`src/rtl/chirp_dds_responder.sv`:
```
// Linear-FM chirp responder for the FMC150 DAC path: answers the pulse controller's
// init/enable handshake and streams a frequency word plus phase-accumulator sample per clock.
module chirp_dds_responder #(
    parameter int PHASE_W     = 16,
    parameter int READY_DELAY = 16
) (
    input  logic                clk_fmc150,
    input  logic                aresetn,
    input  logic                dac_ready,
    input  logic [127:0]        chirp_parameters_in,
    input  logic                chirp_init,
    input  logic                chirp_enable,
    output logic                chirp_ready,
    output logic                chirp_active,
    output logic                chirp_done,
    output logic                chirp_abort,
    output logic                dds_valid,
    output logic [31:0]         freq_out,
    output logic [PHASE_W-1:0]  phase_out
);

    localparam int CNT_W = $clog2(READY_DELAY + 1);
    localparam logic [CNT_W-1:0] READY_MAX = CNT_W'(READY_DELAY);

    typedef enum logic [1:0] {
        IDLE   = 2'd0,
        ACTIVE = 2'd1,
        DONE   = 2'd2,
        HOLD   = 2'd3
    } state_t;

    state_t state, state_n;

    logic [CNT_W-1:0] startup_cnt;
    logic             startup_sat;

    logic [31:0] coef_q,  coef_n;
    logic [31:0] cmax_q,  cmax_n;
    logic [31:0] count_q, count_n;
    logic [31:0] freq_q,  freq_n;
    logic [31:0] acc_q,   acc_n;

    logic               ready_n;
    logic               valid_n;
    logic               active_n;
    logic               done_n;
    logic               abort_n;
    logic [31:0]        freq_out_n;
    logic [PHASE_W-1:0] phase_out_n;

    // The top word of the parameter bus carries nothing for this block.
    logic unused_param_bits;
    assign unused_param_bits = ^chirp_parameters_in[127:96];

    assign startup_sat = (startup_cnt == READY_MAX);

    always_comb begin
        state_n     = state;
        coef_n      = coef_q;
        cmax_n      = cmax_q;
        count_n     = count_q;
        freq_n      = freq_q;
        acc_n       = acc_q;
        valid_n     = 1'b0;
        active_n    = 1'b0;
        done_n      = 1'b0;
        abort_n     = 1'b0;
        freq_out_n  = freq_out;
        phase_out_n = phase_out;

        case (state)
            IDLE: begin
                if (chirp_init && chirp_enable && chirp_ready) begin
                    state_n = ACTIVE;
                    coef_n  = chirp_parameters_in[63:32];
                    cmax_n  = chirp_parameters_in[31:0];
                    freq_n  = chirp_parameters_in[95:64];
                    count_n = 32'd0;
                    acc_n   = 32'd0;
                end
            end

            ACTIVE: begin
                if (!chirp_enable) begin
                    abort_n = 1'b1;
                    state_n = HOLD;
                end else begin
                    valid_n     = 1'b1;
                    active_n    = 1'b1;
                    freq_out_n  = freq_q;
                    phase_out_n = acc_q[31:32-PHASE_W];
                    // Sample k emits the values before this update, so phase lags freq by one term.
                    acc_n       = acc_q + freq_q;
                    freq_n      = freq_q + coef_q;
                    count_n     = count_q + 32'd1;
                    if (count_q == cmax_q) begin
                        state_n = DONE;
                    end
                end
            end

            DONE: begin
                done_n  = 1'b1;
                state_n = HOLD;
            end

            HOLD: begin
                // Wait for the controller to drop enable so a lagging enable cannot retrigger.
                if (!chirp_enable) begin
                    state_n = IDLE;
                end
            end

            default: state_n = IDLE;
        endcase

        // Based on the next state so ready is never seen high outside IDLE.
        ready_n = (state_n == IDLE) && startup_sat && dac_ready;
    end

    always_ff @(posedge clk_fmc150) begin
        if (!aresetn) begin
            state        <= IDLE;
            startup_cnt  <= '0;
            coef_q       <= 32'd0;
            cmax_q       <= 32'd0;
            count_q      <= 32'd0;
            freq_q       <= 32'd0;
            acc_q        <= 32'd0;
            chirp_ready  <= 1'b0;
            chirp_active <= 1'b0;
            chirp_done   <= 1'b0;
            chirp_abort  <= 1'b0;
            dds_valid    <= 1'b0;
            freq_out     <= 32'd0;
            phase_out    <= '0;
        end else begin
            state        <= state_n;
            if (!startup_sat) begin
                startup_cnt <= startup_cnt + 1'b1;
            end
            coef_q       <= coef_n;
            cmax_q       <= cmax_n;
            count_q      <= count_n;
            freq_q       <= freq_n;
            acc_q        <= acc_n;
            chirp_ready  <= ready_n;
            chirp_active <= active_n;
            chirp_done   <= done_n;
            chirp_abort  <= abort_n;
            dds_valid    <= valid_n;
            freq_out     <= freq_out_n;
            phase_out    <= phase_out_n;
        end
    end

endmodule

```
`config.mk`:
```
export PLATFORM = sky130hd
export DESIGN_NAME = chirp_dds_responder
export DESIGN_NICKNAME = d
export VERILOG_FILES = /design/src/rtl/chirp_dds_responder.sv
export SDC_FILE = /design/constraint.sdc
export NUM_CORES = 1
export LEC_CHECK = 0
export BUFFER_PORTS_ARGS = -buffer_cell sky130_fd_sc_hd__buf_2
export CORE_UTILIZATION = 45
export DETAILED_ROUTE_END_ITERATION = 16
export PLACE_DENSITY = 0.72
export RECOVER_POWER = 25
export SLEW_MARGIN = 10
export SYNTH_ARGS = -nofsm -noshare
export SYNTH_HDL_FRONTEND = slang
export SYNTH_SLANG_ARGS = --single-unit
```
`constraint.sdc`:
```
create_clock -name clk_fmc150 -period 7.12 [get_ports clk_fmc150]
set_input_delay 1.424 -clock clk_fmc150 [delete_from_list [all_inputs] [get_ports clk_fmc150]]
set_output_delay 1.424 -clock clk_fmc150 [all_outputs]
set_load 0.03 [all_outputs]
```
==> impl_metrics.toml <==
[status]
status = "finished with violations"
failed_checks = "capacitance limit, slew limit"

[synthesis]
synth_area_leaders = "dfxtp_1 37%, nand2_1 9.9%, a21boi_0 7.4%"
synthCells = 1431
synth_largest_area_cell = "dfxtp_1"
syn-mean-instance-area_um2 = 8.25
ys_ff_latch = 219
ys_warn_count = 0
synthFlopType = "dfxtp_1"
syn_area_um2 = 11800
synthArstFlopShare_pct = 0
synth_top_area_share_pct = 37.1
synth_edf_count = 0
yosysUniqueCellTypes = 77
ys_seq_area_share_pct = 37.1
syn_nets = 1631

[critical_path]
cp_max_fo = 35
setup.worst_path.end_class = "flip-flop"
r2r_cells = 5
timing.rr.start = "state[1]"
critPathLaunchType = "primary input"
required_ps = 7550
r2r_end = "freq_q[20]"
critPathArrivalTime_ps = 5290
r2r_setup_slack_ps = 2750
path_class = "primary input to flip-flop"

[clocking]
numCtsBuffers = 24
cts_root_buf = "clkbuf_16"
cts.path.max_buffers = 3
cts_htree_levels = 1
clock_latency_ps = 520
clkSinkCount = 219
cts_setup_buffers = 0
cts_tree = "built"
cts.repair.resized = 0
path_clk_slew_ps = 60
hold_buffers = 0

[final_layout]
fin_nets = 1744
fillCellCount = 2445
final_common_cell = "nand2_1"
num_antenna_cells = 0
area_delta_synth_final_pct = 13.8
mostFrequentLayoutCells = "310 x nand2_1, 219 x dfxtp_1, 117 x a21boi_0"
drive_gt1_share_pct = 11.0

[place]
dp_hpwl_um = 20700
gp_congestion = 0.914
port_buffers = 153

[timing]
maxSlewViolCount = 115
final.min_clock_period_ps = 4870
tightest_slew_ps = 3830
timing.final.crit_share_pct = 68.3
skew_ps = 13.6
max-slew-margin-rel_pct = -155
max_freq_ghz = 0.206
rsz0062_at_grt = "false"
fin_setup_tns_ps = 0
final_hold_viol_count = 0
setup_viol = 0

[grt]
grt_pass1_vias = 9906
grt_pass1_wl_um = 48900
antenna_found_initial = 0
grt_max_degree = 110
grtUsageTotal_pct = 22.4
grt-ovfl-total = 0

[min_path]
worstHoldEndpoint = "phase_out[13]"
hold_start = "phase_out[13]"
min-delay-path-class = "flip-flop to flip-flop"
hold_depth = 2

[detailed_routing]
routed_wl_um = 30000
vias_per_cell = 5.48
first_pass_iters = 5
drcViolationCount = 0
antenna_left = 0
num_vias = 10357
drt_iter0_markers = 630
wl_per_cell_um = 15.9

[die]
die_w_um = 164
num_rows = 58
start_util_pct = 46.4
die_area_um2 = 26900
core_region_area_um2 = 25500
ios = 186
chipHeight_um = 164

[power]
ir_drop_uv = 174
power_leakage_uw = 0.00545
powerDensity_nw_per_um2 = 183
p_total_uw = 2450

[run]
cap_violations = 2
## worst max path at each step
stage | startpoint | to | slack, ps | depth (start not counted)
global placement | chirp_enable | count_q[19] | 2920 | 9
floorplan | chirp_enable | count_q[19] | 4270 | 9
detailed placement | chirp_enable | count_q[23] | 2910 | 9
CTS | chirp_enable | count_q[23] | 3430 | 9
finish | chirp_enable | freq_q[20] | 2250 | 5
global route | chirp_enable | freq_q[20] | 1910 | 5
## metrics by stage
stage | worst slack [ps] | std cells | hold WS, ps | instance area (um^2) | util [%]
6_report | 2250 | 1890 | 463 | 13400 | 52.8
5_1_grt | 1910 | 1890 | 487 | 13400 | 52.8
4_1_cts | 3430 | 1890 | 466 | 13500 | 53.1
3_5_place_dp | 2910 | 1848 | 458 | 12800 | 50.2
3_3_place_gp | 2920 | 1848 | 450 | 12800 | 50.2
2_1_floorplan | 4270 | 1431 | 442 | 11800 | -
## worst max-delay path: stages
cell      delay, ps
clkbuf_1        220
inv_1           220
nor2_1         1960
nand2_1        1060
o211ai_1        400
## power by group
group	total [uW]	internal, uW	switching [uW]
clock network	1160	663	497
registers	1230	1230	1.58
logic	65.1	32.2	32.8
## cell type report
class                      count  area [um^2]  share of cell area (%)
clock buffer                  36          687                    5.11
clock inverter                 6         32.5                   0.242
inverter                      20         75.1                   0.559
multi-input combinational   1117         7080                    52.7
sequential                   219         4380                    32.6
tap                          330          413                    3.07
timing repair buffer         162          764                    5.69
## synth_stat cells (4+ instances only)
cell type	count
nand2_1	311
dfxtp_1	219
a21boi_0	117
a21oi_1	75
xnor2_1	71
ha_1	65
clkbuf_1	62
nor2_1	62
o21ai_0	54
nand3_1	46
xor2_1	42
a21o_1	37
nand4_1	22
o211ai_1	22
inv_1	20
nor2b_1	14
and2_1	13
nor3_1	13
o211a_1	12
o21bai_1	12
or3_1	12
and3_1	10
buf_1	10
o21a_1	8
a211oi_1	7
o21ai_1	7
a31oi_1	5
nor4_1	5
a21oi_2	4
a22oi_1	4
and4_1	4
mux2i_1	4
nand2b_1	4
## sequential cells by signal (all words and copies together), names as in the netlist
register	count
dds_valid	1
coef_q	32
chirp_abort	1
acc_q	32
freq_out	32
count_q	32
startup_cnt	5
cmax_q	32
freq_q	32
chirp_done	1
state	2
phase_out	16
chirp_ready	1
## layer usage
| metal | vias up | global-route usage [%] | part of all wire (%) |
|---|---|---|---|
| li1 | 5215 | - | - |
| met1 | 4855 | 30.3 | 47 |
| met2 | 251 | 37.9 | 46 |
| met5 | - | 0 | 0 |
| met4 | 0 | 5.51 | 2.0 |
| met3 | 36 | 2.55 | 4.9 |
## logic make-up after synthesis
family,count (synthesis),share of synthesized area [%]
AO/OA/AOI/OAI,404,24.0
XOR/XNOR,113,8.38
adder cells (fa/ha/maj),67,7.23
buffers and inverters,95,3.07
flip-flops,219,37.1
multiplexers,5,0.434
AND/OR/NAND/NOR,528,19.7
(Power assumes the default switching activity.)
